--- config.mk ---
export PLATFORM = sky130hd
export DESIGN_NAME = pipeline_hazard_ctrl_flat
export DESIGN_NICKNAME = d
export VERILOG_FILES = /design/src/rtl/pipeline_hazard_ctrl_if.sv /design/src/rtl/pipeline_hazard_ctrl.sv /design/src/flat_wrapper.sv
export SDC_FILE = /design/constraint.sdc
export NUM_CORES = 1
export LEC_CHECK = 0
export CORE_MARGIN = 4
export CORE_UTILIZATION = 44
export DETAILED_ROUTE_END_ITERATION = 10
export PLACE_DENSITY = 0.85
export SYNTH_ARGS = -nofsm -noshare
export SYNTH_HDL_FRONTEND = slang
export SYNTH_SLANG_ARGS = --single-unit
export TNS_END_PERCENT = 100
--- constraint.sdc ---
create_clock -name CLK -period 5.7 [get_ports CLK]
set_input_delay 1.14 -clock CLK [delete_from_list [all_inputs] [get_ports CLK]]
set_output_delay 1.14 -clock CLK [all_outputs]
set_load 0.02 [all_outputs]
--- src/rtl/pipeline_hazard_ctrl_if.sv ---
// Hazard/control bundle between the datapath and the pipeline sequencer.
// The datapath (master) reports cache strobes and hazards; the sequencer (slave) drives enables/flushes.
interface pipeline_hazard_ctrl_if #(
    parameter int STALL_CNT_W = 16
);
    logic                   ihit;
    logic                   dhit;
    logic                   dREN_EX_MEM;
    logic                   dWEN_EX_MEM;
    logic                   halt_EX_MEM;
    logic                   branch_taken_EX_MEM;
    logic                   jump_IF_ID;
    logic                   dREN_ID_EX;
    logic                   WEN_ID_EX;
    logic [4:0]             Rt_ID_EX;
    logic [4:0]             Rs_IF_ID;
    logic [4:0]             Rt_IF_ID;

    logic                   pc_enable;
    logic                   enable_IF_ID;
    logic                   enable_ID_EX;
    logic                   enable_EX_MEM;
    logic                   enable_MEM_WB;
    logic                   flush_IF_ID;
    logic                   flush_ID_EX;
    logic                   flush_EX_MEM;
    logic                   dmem_req_ok;
    logic                   halt;
    logic [1:0]             ctrl_state;
    logic [STALL_CNT_W-1:0] stall_count;

    modport master (
        output ihit, dhit, dREN_EX_MEM, dWEN_EX_MEM, halt_EX_MEM,
               branch_taken_EX_MEM, jump_IF_ID, dREN_ID_EX, WEN_ID_EX,
               Rt_ID_EX, Rs_IF_ID, Rt_IF_ID,
        input  pc_enable, enable_IF_ID, enable_ID_EX, enable_EX_MEM, enable_MEM_WB,
               flush_IF_ID, flush_ID_EX, flush_EX_MEM, dmem_req_ok, halt,
               ctrl_state, stall_count
    );

    modport slave (
        input  ihit, dhit, dREN_EX_MEM, dWEN_EX_MEM, halt_EX_MEM,
               branch_taken_EX_MEM, jump_IF_ID, dREN_ID_EX, WEN_ID_EX,
               Rt_ID_EX, Rs_IF_ID, Rt_IF_ID,
        output pc_enable, enable_IF_ID, enable_ID_EX, enable_EX_MEM, enable_MEM_WB,
               flush_IF_ID, flush_ID_EX, flush_EX_MEM, dmem_req_ok, halt,
               ctrl_state, stall_count
    );
endinterface

--- src/rtl/pipeline_hazard_ctrl.sv ---
// Central stall/flush sequencer for the 5-stage pipeline: memory wait, fetch wait,
// load-use and control hazards, and the halt drain into a terminal halted state.
module pipeline_hazard_ctrl #(
    parameter int STALL_CNT_W = 16
) (
    input logic                    CLK,
    input logic                    RST,
    pipeline_hazard_ctrl_if.slave  bus
);

    typedef enum logic [1:0] {
        ST_RUN      = 2'd0,
        ST_MEM_WAIT = 2'd1,
        ST_DRAIN    = 2'd2,
        ST_HALTED   = 2'd3
    } state_t;

    state_t                 state_q, state_d;
    logic                   halt_q, halt_d;
    logic                   req_blk_q, req_blk_d;
    logic [STALL_CNT_W-1:0] stall_q, stall_d;

    logic mem_op_s, mem_ok_s, load_use_s;
    logic pc_en_s, en_if_id_s, en_id_ex_s, en_ex_mem_s, en_mem_wb_s;
    logic fl_if_id_s, fl_id_ex_s, fl_ex_mem_s;

    // Hazard detection terms.
    always_comb begin
        mem_op_s   = bus.dREN_EX_MEM | bus.dWEN_EX_MEM;
        mem_ok_s   = ~mem_op_s | bus.dhit;
        load_use_s = bus.dREN_ID_EX & bus.WEN_ID_EX & (bus.Rt_ID_EX != 5'd0) &
                     ((bus.Rt_ID_EX == bus.Rs_IF_ID) | (bus.Rt_ID_EX == bus.Rt_IF_ID));
    end

    // Enable/flush decode and next-state logic; reset forces every enable low.
    always_comb begin
        pc_en_s     = 1'b0;
        en_if_id_s  = 1'b0;
        en_id_ex_s  = 1'b0;
        en_ex_mem_s = 1'b0;
        en_mem_wb_s = 1'b0;
        fl_if_id_s  = 1'b0;
        fl_id_ex_s  = 1'b0;
        fl_ex_mem_s = 1'b0;
        state_d     = state_q;
        halt_d      = halt_q;
        if (RST) begin
            state_d = ST_RUN;
            halt_d  = 1'b0;
        end else begin
            case (state_q)
                ST_RUN, ST_MEM_WAIT: begin
                    if (bus.halt_EX_MEM && mem_ok_s) begin
                        {en_if_id_s, en_id_ex_s, en_ex_mem_s, en_mem_wb_s} = 4'b1111;
                        {fl_if_id_s, fl_id_ex_s, fl_ex_mem_s}              = 3'b111;
                        state_d = ST_DRAIN;
                    end else if (!mem_ok_s) begin
                        state_d = ST_MEM_WAIT;
                    end else if (mem_op_s && bus.dhit && !bus.ihit) begin
                        // Retire the completed access and bubble EX_MEM so dhit is not lost.
                        en_ex_mem_s = 1'b1;
                        en_mem_wb_s = 1'b1;
                        fl_ex_mem_s = 1'b1;
                        state_d     = ST_RUN;
                    end else if (!bus.ihit) begin
                        state_d = ST_RUN;
                    end else if (bus.branch_taken_EX_MEM) begin
                        {pc_en_s, en_if_id_s, en_id_ex_s, en_ex_mem_s, en_mem_wb_s} = 5'b11111;
                        {fl_if_id_s, fl_id_ex_s, fl_ex_mem_s}                       = 3'b111;
                        state_d = ST_RUN;
                    end else if (load_use_s) begin
                        {en_id_ex_s, en_ex_mem_s, en_mem_wb_s} = 3'b111;
                        fl_id_ex_s = 1'b1;
                        state_d    = ST_RUN;
                    end else if (bus.jump_IF_ID) begin
                        {pc_en_s, en_if_id_s, en_id_ex_s, en_ex_mem_s, en_mem_wb_s} = 5'b11111;
                        fl_if_id_s = 1'b1;
                        state_d    = ST_RUN;
                    end else begin
                        {pc_en_s, en_if_id_s, en_id_ex_s, en_ex_mem_s, en_mem_wb_s} = 5'b11111;
                        state_d = ST_RUN;
                    end
                end
                ST_DRAIN: begin
                    en_mem_wb_s = 1'b1;
                    halt_d      = 1'b1;
                    state_d     = ST_HALTED;
                end
                ST_HALTED: begin
                    halt_d  = 1'b1;
                    state_d = ST_HALTED;
                end
                default: begin
                    state_d = ST_RUN;
                end
            endcase
        end
    end

    // Re-request mask and saturating stall counter next values.
    always_comb begin
        req_blk_d = ~en_ex_mem_s & (bus.dhit | req_blk_q);
        if (!pc_en_s && (state_q != ST_HALTED) && (stall_q != {STALL_CNT_W{1'b1}})) begin
            stall_d = stall_q + {{(STALL_CNT_W-1){1'b0}}, 1'b1};
        end else begin
            stall_d = stall_q;
        end
    end

    // Sequencer state, sticky halt, request mask and stall counter.
    always_ff @(posedge CLK or posedge RST) begin
        if (RST) begin
            state_q   <= ST_RUN;
            halt_q    <= 1'b0;
            req_blk_q <= 1'b0;
            stall_q   <= {STALL_CNT_W{1'b0}};
        end else begin
            state_q   <= state_d;
            halt_q    <= halt_d;
            req_blk_q <= req_blk_d;
            stall_q   <= stall_d;
        end
    end

    assign bus.pc_enable     = pc_en_s;
    assign bus.enable_IF_ID  = en_if_id_s;
    assign bus.enable_ID_EX  = en_id_ex_s;
    assign bus.enable_EX_MEM = en_ex_mem_s;
    assign bus.enable_MEM_WB = en_mem_wb_s;
    assign bus.flush_IF_ID   = fl_if_id_s;
    assign bus.flush_ID_EX   = fl_id_ex_s;
    assign bus.flush_EX_MEM  = fl_ex_mem_s;
    assign bus.dmem_req_ok   = ~req_blk_q;
    assign bus.halt          = halt_q;
    assign bus.ctrl_state    = state_q;
    assign bus.stall_count   = stall_q;

endmodule

--- src/flat_wrapper.sv ---
// flat-port wrapper written by rule: the top's interface ports become plain ports
module pipeline_hazard_ctrl_flat 
#(
    parameter int STALL_CNT_W = 16
)
  (CLK, RST, bus_ihit, bus_dhit, bus_dREN_EX_MEM, bus_dWEN_EX_MEM, bus_halt_EX_MEM, bus_branch_taken_EX_MEM, bus_jump_IF_ID, bus_dREN_ID_EX, bus_WEN_ID_EX, bus_Rt_ID_EX, bus_Rs_IF_ID, bus_Rt_IF_ID, bus_pc_enable, bus_enable_IF_ID, bus_enable_ID_EX, bus_enable_EX_MEM, bus_enable_MEM_WB, bus_flush_IF_ID, bus_flush_ID_EX, bus_flush_EX_MEM, bus_dmem_req_ok, bus_halt, bus_ctrl_state, bus_stall_count);
  pipeline_hazard_ctrl_if #(.STALL_CNT_W(STALL_CNT_W)) bus_i ();
  input logic CLK;
  input logic RST;
  input wire logic [$bits(bus_i.ihit)-1:0] bus_ihit;
  input wire logic [$bits(bus_i.dhit)-1:0] bus_dhit;
  input wire logic [$bits(bus_i.dREN_EX_MEM)-1:0] bus_dREN_EX_MEM;
  input wire logic [$bits(bus_i.dWEN_EX_MEM)-1:0] bus_dWEN_EX_MEM;
  input wire logic [$bits(bus_i.halt_EX_MEM)-1:0] bus_halt_EX_MEM;
  input wire logic [$bits(bus_i.branch_taken_EX_MEM)-1:0] bus_branch_taken_EX_MEM;
  input wire logic [$bits(bus_i.jump_IF_ID)-1:0] bus_jump_IF_ID;
  input wire logic [$bits(bus_i.dREN_ID_EX)-1:0] bus_dREN_ID_EX;
  input wire logic [$bits(bus_i.WEN_ID_EX)-1:0] bus_WEN_ID_EX;
  input wire logic [$bits(bus_i.Rt_ID_EX)-1:0] bus_Rt_ID_EX;
  input wire logic [$bits(bus_i.Rs_IF_ID)-1:0] bus_Rs_IF_ID;
  input wire logic [$bits(bus_i.Rt_IF_ID)-1:0] bus_Rt_IF_ID;
  output wire logic [$bits(bus_i.pc_enable)-1:0] bus_pc_enable;
  output wire logic [$bits(bus_i.enable_IF_ID)-1:0] bus_enable_IF_ID;
  output wire logic [$bits(bus_i.enable_ID_EX)-1:0] bus_enable_ID_EX;
  output wire logic [$bits(bus_i.enable_EX_MEM)-1:0] bus_enable_EX_MEM;
  output wire logic [$bits(bus_i.enable_MEM_WB)-1:0] bus_enable_MEM_WB;
  output wire logic [$bits(bus_i.flush_IF_ID)-1:0] bus_flush_IF_ID;
  output wire logic [$bits(bus_i.flush_ID_EX)-1:0] bus_flush_ID_EX;
  output wire logic [$bits(bus_i.flush_EX_MEM)-1:0] bus_flush_EX_MEM;
  output wire logic [$bits(bus_i.dmem_req_ok)-1:0] bus_dmem_req_ok;
  output wire logic [$bits(bus_i.halt)-1:0] bus_halt;
  output wire logic [$bits(bus_i.ctrl_state)-1:0] bus_ctrl_state;
  output wire logic [$bits(bus_i.stall_count)-1:0] bus_stall_count;
  assign bus_i.ihit = bus_ihit;
  assign bus_i.dhit = bus_dhit;
  assign bus_i.dREN_EX_MEM = bus_dREN_EX_MEM;
  assign bus_i.dWEN_EX_MEM = bus_dWEN_EX_MEM;
  assign bus_i.halt_EX_MEM = bus_halt_EX_MEM;
  assign bus_i.branch_taken_EX_MEM = bus_branch_taken_EX_MEM;
  assign bus_i.jump_IF_ID = bus_jump_IF_ID;
  assign bus_i.dREN_ID_EX = bus_dREN_ID_EX;
  assign bus_i.WEN_ID_EX = bus_WEN_ID_EX;
  assign bus_i.Rt_ID_EX = bus_Rt_ID_EX;
  assign bus_i.Rs_IF_ID = bus_Rs_IF_ID;
  assign bus_i.Rt_IF_ID = bus_Rt_IF_ID;
  assign bus_pc_enable = bus_i.pc_enable;
  assign bus_enable_IF_ID = bus_i.enable_IF_ID;
  assign bus_enable_ID_EX = bus_i.enable_ID_EX;
  assign bus_enable_EX_MEM = bus_i.enable_EX_MEM;
  assign bus_enable_MEM_WB = bus_i.enable_MEM_WB;
  assign bus_flush_IF_ID = bus_i.flush_IF_ID;
  assign bus_flush_ID_EX = bus_i.flush_ID_EX;
  assign bus_flush_EX_MEM = bus_i.flush_EX_MEM;
  assign bus_dmem_req_ok = bus_i.dmem_req_ok;
  assign bus_halt = bus_i.halt;
  assign bus_ctrl_state = bus_i.ctrl_state;
  assign bus_stall_count = bus_i.stall_count;
  pipeline_hazard_ctrl #(.STALL_CNT_W(STALL_CNT_W)) u_core (.CLK(CLK), .RST(RST), .bus(bus_i));
endmodule
Yosys cells after proc, flatten, opt, wreduce, memory -nomap -nowiden
Index checks and enable logic that the tools add are counted.

Muxes and demuxes: 54. Reductions and logical operators: 12. Eq/ne operators: 7. Bitwise logic cells: 11. Add/sub/neg operators: 1.

Operators with widths (number): $mux 1 (50); $add 16x1->16 const B (1); $ne 16x16->1 const B (1); $eq 5x5->1 (2); $logic_and 1x1->1 (5); $reduce_bool 5->1 (1); $and 1x1->1 (4); $eq 2x2->1 const B (2); $mux 2 (2); $or 1x1->1 (4); $pmux 2 s2 (1); $reduce_or 2->1 (2); $not 1->1 (3); $eq 2x1->1 const B (1); $logic_not 1->1 (2); $logic_not 2->1 (1); $ne 2x2->1 const B (1); $pmux 1 s2 (1); $reduce_bool 2->1 (1).

Input port bits: 26. Logic and storage cells: 89. Register bits after elaboration: 20.

Longest topological paths before layout
Gate-level depths: netlist (run 1).

Word-level depth: 14. Mapped depth: 8. Depth with buffers taken out: 7.

Worst setup path before layout (run 1)
No wires, ideal clock.

Path type: in2out. From: input RST. To: output bus_flush_EX_MEM. Required time: 4.560 ns. Setup slack: 1.835 ns. Buffers on the path: 0. Arrival time: 2.725 ns. Stages on the path: 5. Path through: inv_1 -> nand3_1 -> nor2_1 -> a21oi_1 -> a21oi_1.

Word-level cells in the longest chain between the ends: 1.

RTL lines: from (decl) (line flat_wrapper.sv:9) `input logic RST;`; $mux 1 (line pipeline_hazard_ctrl.sv:47) `if (RST) begin`; to (decl) (line flat_wrapper.sv:29) `output wire logic [$bits(bus_i.flush_EX_MEM)-1:0] bus_flush_EX_MEM;`.

No other way between the ends.

Worst setup path after layout (run 1)
From: input bus_Rt_ID_EX[0]. To: output bus_flush_IF_ID.

Word-level cells in the longest chain between the ends: 11.

RTL lines: from (decl) (line flat_wrapper.sv:19) `input wire logic [$bits(bus_i.Rt_ID_EX)-1:0] bus_Rt_ID_EX;`; $eq 5x5->1 / $reduce_bool 5->1 (equally long branches) (line pipeline_hazard_ctrl.sv:32, pipeline_hazard_ctrl.sv:31); $or 1x1->1 / $and 1x1->1 (equally long branches) (line pipeline_hazard_ctrl.sv:32, pipeline_hazard_ctrl.sv:31); $and 1x1->1 * (line pipeline_hazard_ctrl.sv:31) `load_use_s = bus.dREN_ID_EX & bus.WEN_ID_EX & (bus.Rt_ID_EX != 5'd0) &`; $mux 1 * (line pipeline_hazard_ctrl.sv:71) `end else if (load_use_s) begin`; $mux 1 * (line pipeline_hazard_ctrl.sv:67) `end else if (bus.branch_taken_EX_MEM) begin`; $mux 1 * (line pipeline_hazard_ctrl.sv:65) `end else if (!bus.ihit) begin`; $mux 1 * (line pipeline_hazard_ctrl.sv:59) `end else if (mem_op_s && bus.dhit && !bus.ihit) begin`; $mux 1 * (line pipeline_hazard_ctrl.sv:57) `end else if (!mem_ok_s) begin`; $mux 1 * (line pipeline_hazard_ctrl.sv:53) `if (bus.halt_EX_MEM && mem_ok_s) begin`; $mux 1 * (line pipeline_hazard_ctrl.sv:51) `case (state_q)`; $mux 1 * (line pipeline_hazard_ctrl.sv:47); to (decl) (line flat_wrapper.sv:27) `output wire logic [$bits(bus_i.flush_IF_ID)-1:0] bus_flush_IF_ID;`.

Every way passes the cells marked *; elsewhere a longest branch is shown, timed or not.

==> key figures, run 1 <==
Cells and area
  • P&R area growth vs syn: 50.3%
  • Filler-free cell count of the finished design: 206
  • Layout cells sized above 1: 0.0739
  • Nets: 205
  • ANT cells: 0
  • Post-route cell area: 0.00174 mm^2

Synthesis
  • Post-Synth Simple-Gate Area: 0.250
  • EDFF count, synth: 0
  • Top cells by area, synth: dfrtp_1, xnor2_1, nor2_1, nand3_1, nand2_1
  • Yosys top cell area share: 0.432
  • Register area share after synthesis: 0.432
  • Yosys top cell by area: dfrtp_1
  • Compound-gate portion of the synthesized area: 0.0735
  • #FFs+latches synth: 20
  • Top FF cell, synth: dfrtp_1
  • Post-synthesis mux area share: 0.0184
  • Synth Area in Adders: 0.0108
  • Post-Syn Area per Cell: 9.56 um^2
  • Synthesized Nets: 148
  • Post-Synth XOR/XNOR Area: 0.182
  • Main combinational cell family by area after synthesis: simple AND/OR/NAND/NOR gates
  • Mapped Cells: 121
  • Synth warn: 0
  • Async S/R FF share, synth: 1.00
  • Cell variety after synth: 33
  • Netlist Area Pre-Place: 0.00116 mm^2

Critical path
  • Crit end category: output pin
  • CP startpoint kind: input pin
  • CP Class: in2out
  • Required time worst endpoint: 4.56 ns
  • CP max FO: 3
  • Worst EP arrival: 3.48 ns

Global routing
  • Largest net degree at the start of global routing: 21
  • GRT met1 Usage: 0.213
  • Vias in the first global route: 1009
  • First-pass GRT wire length: 4.60 mm
  • Met3 global-route usage: 0.0436
  • GRT Resource Usage Total: 0.171
  • GR Util met2: 0.296
  • GR peak layer: met2
  • Grt ovf: 0
  • Initial antenna violation count: 0

Run
  • Number of violations of the max-capacitance limit: 0

Pwr
  • PD cells: 282 mW/mm^2
  • Leakage: 0.706 nW
  • VDD IR max: 275 uV

Clock network
  • CTS tree: done
  • Root Buffer: clkbuf_4
  • H-tree depth: 1
  • Post-CTS Setup Inserts: 0
  • Hold Buf Count CTS: 0
  • CTS Sinks: 20
  • Worst-case clock buffer depth: 2
  • Post-CTS resize count: 0
  • Worst-Skew Late Latency: 0.29 ns
  • CTS buffer count: 3
  • Worst-path clk slew: 0.10 ns

Hold path
  • Min-Delay Path Class: reg2reg

Timing
  • Period utilisation layout: 0.811
  • Final WS setup: 1.08 ns
  • Setup TNS: 0 ns
  • Unrepaired setup endpoints after global routing: false
  • Slew Limit Fails: 0
  • Max Freq: 216 MHz
  • Hold Violations, Final: 0
  • Max Clock Skew: 0.00303 ns
  • Least-Margin Pin Slew: 0.411 ns
  • Post-route minimum period: 4.62 ns
  • Slew HR: 0.725
  • Endpoints failing setup: 0

Route
  • Via count: 1031
  • Drt first-iter violations: 16
  • Vias/cell: 5.00
  • DR pass1 iterations: 4
  • Post-Route WL: 2.83 mm
  • Final ANT Viol Nets: 0
  • Routed len/inst: 13.7 um
  • Remaining DRCs: 0

Place
  • DP Area: 0.00172 mm^2
  • Routability congestion estimate: 0.815
  • Pre-CTS setup slack: 1.09 ns
  • HPWL Detailed: 2.31 mm
  • # port buffers: 53
  • Placed instance count: 203

Die
  • Chip height: 59.3 um
  • Die X: 59.3 um
  • Core area: 0.00250 mm^2
  • Io pins: 54
  • Starting Density: 0.463
  • # rows: 18
  • Die area: 0.00351 mm^2

Outcome
  • Status: complete, no violations
==> logic make-up after synthesis <==
group	count (synthesis)
AOI/OAI and AO/OA	11
xor gates and xnor gates	24
adders and majority gates	1
buffers and inverters	8
DFF	20
muxes	2
and+or+nand+nor	55
==> synth_stat cells (2+ instances only) <==
cell and instances:
inv_1 6, a21oi_1 5, nor3_1 4, and3_1 2
xnor2_1 23, nand4_1 5, nand2_1 9, nand3_1 9
nor2_1 14, and3_2 2, dfrtp_1 20
==> worst paths after layout <==
kind                       depth (start not counted)                             startpoint                                      to  slack [ns]
max                                                8                        bus_Rt_ID_EX[0]                         bus_flush_IF_ID        1.08
min                                                1  u_core.bus.stall_count[7]$_DFFE_PP0P_   u_core.bus.stall_count[7]$_DFFE_PP0P_        0.51
max reg2reg                                        6  u_core.bus.stall_count[4]$_DFFE_PP0P_   u_core.bus.stall_count[1]$_DFFE_PP0P_        3.52
min reg2reg                                        1  u_core.bus.stall_count[7]$_DFFE_PP0P_   u_core.bus.stall_count[7]$_DFFE_PP0P_        0.51
max in group asynchronous                          3                                    RST   u_core.bus.stall_count[7]$_DFFE_PP0P_        4.17
min in group asynchronous                          3                                    RST  u_core.bus.stall_count[14]$_DFFE_PP0P_        1.33
==> state kept, by name, indices dropped and copies added (netlist names) <==
name	flops
u_core.bus.halt	1
u_core.bus.stall_count	16
u_core.bus.ctrl_state	2
u_core.req_blk_q	1
==> placed cells by master, fill, tap and decap left out <==
cell / n
nand4_1: 5
a21boi_2: 1
clkbuf_4: 3
dfrtp_1: 20
clkdlybuf4s50_1: 53
ha_1: 1
xor2_1: 1
o31ai_1: 1
mux2_2: 1
or2_2: 1
and2_1: 1
and4_1: 1
and3_2: 2
a32o_2: 1
nand4b_1: 1
o22ai_1: 1
and3_1: 2
mux2i_1: 1
buf_4: 1
or4_1: 1
a21boi_0: 1
and4_4: 1
a21oi_4: 1
a21oi_1: 5
nor4_1: 1
inv_1: 6
nor2_1: 14
nor2b_1: 1
nor3_1: 4
and2_0: 1
and3_4: 1
nand2_1: 9
xnor2_1: 23
nand3_1: 9
==> cell type report <==
| cell class | count | area, um^2 |
|---|---|---|
| clock buffers | 3 | 22.5 |
| fillers | 206 | 761 |
| inverters | 6 | 22.5 |
| multi-input cells | 93 | 618 |
| flip-flops and latches | 20 | 500 |
| well taps | 30 | 37.5 |
| repair buffers | 54 | 538 |
==> critical path, cell delays in order <==
cell,delay (ns)
clkdlybuf4s50_1,0.47
or4_1,0.55
nor2_1,0.15
nor3_1,0.08
a21boi_2,0.22
nor2_1,0.09
nor3_1,0.17
clkdlybuf4s50_1,0.63
==> per-layer routing <==
| layer | vias up | routed length (um) |
|---|---|---|
| met1 | 479 | 1190 |
| met4 | 0 | 10 |
| li1 | 529 | - |
| met5 | - | 0 |
| met3 | 3 | 114 |
| met2 | 20 | 1520 |
==> report_power, final <==
part	total, W	internal (W)	switching (W)
clock	0.0000636	0.0000246	0.0000390
combinational	0.000222	0.000115	0.000107
sequential	0.000204	0.000172	0.0000322
total	0.000490	0.000311	0.000178
==> through the flow <==
step	hold WS [ns]	power, W	utilization
finish	0.506	0.000490	0.696
CTS	0.514	0.000494	0.696
detailed placement	0.485	0.000431	0.687
global placement	0.478	0.000423	0.687
floorplan	0.460	0.000324	-
global route	0.538	0.000519	0.696
Note: power is estimated with default switching activity, not from simulation.
==> run 2: changes to the inputs <==
--- a/config.mk
+++ b/config.mk
@@ -6,9 +6,9 @@
 export NUM_CORES = 1
 export LEC_CHECK = 0
 export CORE_MARGIN = 4
-export CORE_UTILIZATION = 44
+export CORE_UTILIZATION = 37
 export DETAILED_ROUTE_END_ITERATION = 10
-export PLACE_DENSITY = 0.85
+export PLACE_DENSITY = 0.76
 export SYNTH_ARGS = -nofsm -noshare
 export SYNTH_HDL_FRONTEND = slang
 export SYNTH_SLANG_ARGS = --single-unit
==> constraint.sdc (replaced) <==
create_clock -name CLK -period 3.8 [get_ports CLK]
set_input_delay 0.76 -clock CLK [delete_from_list [all_inputs] [get_ports CLK]]
set_output_delay 0.76 -clock CLK [all_outputs]
set_load 0.02 [all_outputs]
==> run 2 against run 1 <==
  * Total power rose by 66%
  * Core utilization shrank 9.5 points
  * Via count increased by 4.7%
  * Largest cell class unchanged
  * Global-route usage down 2.6 points
  * Largest power group unchanged
  * Clock skew up 0.0049 ns
  * Non-clock buffer count is 4 higher
  * Sequential share of layout area shrank 1.3 points
  * Routed wire length rose by 0.46%
==> key figures, run 2 (synthesis results as in run 1) <==
Die
  • # rows: 20
  • Die X: 63.9 um
  • Die area: 0.00409 mm^2
  • Starting Density: 0.382
  • Chip height: 63.9 um
  • Core area: 0.00303 mm^2
  • Io pins: 54

Critical path
  • CP startpoint kind: input pin
  • Crit end category: output pin
  • CP max FO: 3
  • CP Class: in2out
  • Required time worst endpoint: 3.04 ns
  • Worst EP arrival: 2.87 ns

Timing
  • Least-Margin Pin Slew: 0.404 ns
  • Post-route minimum period: 3.63 ns
  • Slew Limit Fails: 0
  • Slew HR: 0.730
  • Max Freq: 275 MHz
  • Unrepaired setup endpoints after global routing: false
  • Period utilisation layout: 0.956
  • Endpoints failing setup: 0
  • Max Clock Skew: 0.00792 ns
  • Hold Violations, Final: 0
  • Setup TNS: 0 ns

Cells and area
  • Commonest non-fill, non-tap cell in the layout: clkdlybuf4s50_1
  • Layout cells sized above 1: 0.0994
  • ANT cells: 0
  • Post-route cell area: 0.00182 mm^2
  • Most frequent cells in the layout: clkdlybuf4s50_1, xnor2_1, dfrtp_1
  • Nets: 209
  • P&R area growth vs syn: 57.2%
  • Max reg flops: 16
  • Filler cells: 269

Place
  • HPWL Detailed: 2.39 mm
  • DP Area: 0.00176 mm^2
  • # port buffers: 53
  • Routability congestion estimate: 0.789

Global routing
  • Initial antenna violation count: 0
  • Vias in the first global route: 1091
  • Grt ovf: 0
  • First-pass GRT wire length: 4.76 mm
  • GRT Resource Usage Total: 0.145
  • Largest net degree at the start of global routing: 21

Hold path
  • Min-Delay Path Class: reg2reg

Route
  • Highest routed layer: met4
  • Final ANT Viol Nets: 0
  • DRT met1 WL: 1.14 mm
  • Via count: 1079
  • DR WL met2: 1.56 mm
  • Remaining DRCs: 0
  • DR pass1 iterations: 5
  • WL met3: 106 um
  • Routed len/inst: 12.6 um
  • Vias/cell: 4.80
  • Post-Route WL: 2.85 mm
  • Drt first-iter violations: 38

Outcome
  • Status: complete, no violations

Clock network
  • Worst-case clock buffer depth: 2
  • Hold Buf Count CTS: 0
  • H-tree depth: 1
  • Root Buffer: clkbuf_4
  • CTS tree: done
  • Worst-path clk slew: 0.10 ns
  • CTS buffer count: 3
  • CTS Sinks: 20
  • Worst-Skew Late Latency: 0.30 ns

Pwr
  • Post-layout power: 0.000812 W
  • Leakage: 0.756 nW
  • VDD IR max: 317 uV
  • PD cells: 446 mW/mm^2

Run
  • Number of violations of the max-capacitance limit: 0
==> run 2: cell count changes in the layout (fill, tap and decap cells not counted), sizes merged <==
cell	change
buf	+4
bufinv	+1
clkdlybuf4s50	-1
dlymetal6s2s	+1
==> run 2: final timing paths <==
check,cells after the start,to,from,slack (ns)
setup / recovery,7,bus_pc_enable,bus_Rt_ID_EX[0],0.17
hold / removal,2,u_core.req_blk_q$_DFF_PP0_,u_core.req_blk_q$_DFF_PP0_,0.50
setup reg to reg,6,u_core.bus.stall_count[1]$_DFFE_PP0P_,u_core.bus.stall_count[3]$_DFFE_PP0P_,1.61
hold reg to reg,2,u_core.req_blk_q$_DFF_PP0_,u_core.req_blk_q$_DFF_PP0_,0.50
max in group asynchronous,3,u_core.bus.ctrl_state[1]$_DFF_PP0_,RST,2.65
min in group asynchronous,3,u_core.bus.stall_count[0]$_DFFE_PP0P_,RST,0.95
==> run 2: final cells by class <==
class / instances / area, um^2 / share of cell area
flip-flops and latches: 20 / 500 / 0.275
well taps: 44 / 55.1 / 0.0303
multi-input cells: 93 / 618 / 0.340
inverters: 6 / 22.5 / 0.0124
clock inverters: 1 / 30.0 / 0.0165
repair buffers: 58 / 571 / 0.314
clock buffers: 3 / 22.5 / 0.0124
==> run 2: timing repair <==
item | CTS | global route
setup endpoints to repair | 0 | 1
resized for setup | 0 | 1
buffers inserted | 0 | 0
==> run 2: critical path: stages <==
cell,delay [ns]
clkdlybuf4s50_1,0.42
or4_1,0.52
nor2_1,0.14
nor3_1,0.08
a21boi_2,0.17
and2_1,0.17
clkdlybuf4s50_1,0.61
==> run 2: power by group <==
| group | switching [W] | internal, W | total, W |
|---|---|---|---|
| registers | 0.0000483 | 0.000257 | 0.000306 |
| logic | 0.000160 | 0.000175 | 0.000335 |
| clock network | 0.0000647 | 0.000107 | 0.000171 |
==> run 2: stage by stage <==
step                      utilization  std cells  hold WS [ns]  setup slack (ns)
after global routing            0.601        225         0.524            0.0929
final                           0.601        225         0.500             0.168
after floorplan                     -        121         0.460             0.695
after CTS                       0.600        225         0.507            0.0615
after detailed placement        0.583        221         0.483            0.0662
after global placement          0.583        221         0.481            0.0966
==> run 2: routing by layer <==
layer	global-route usage	up-vias
met1	0.170	512
li1	-	536
met2	0.259	27
met4	0.0512	0
met5	0	-
met3	0.0299	4
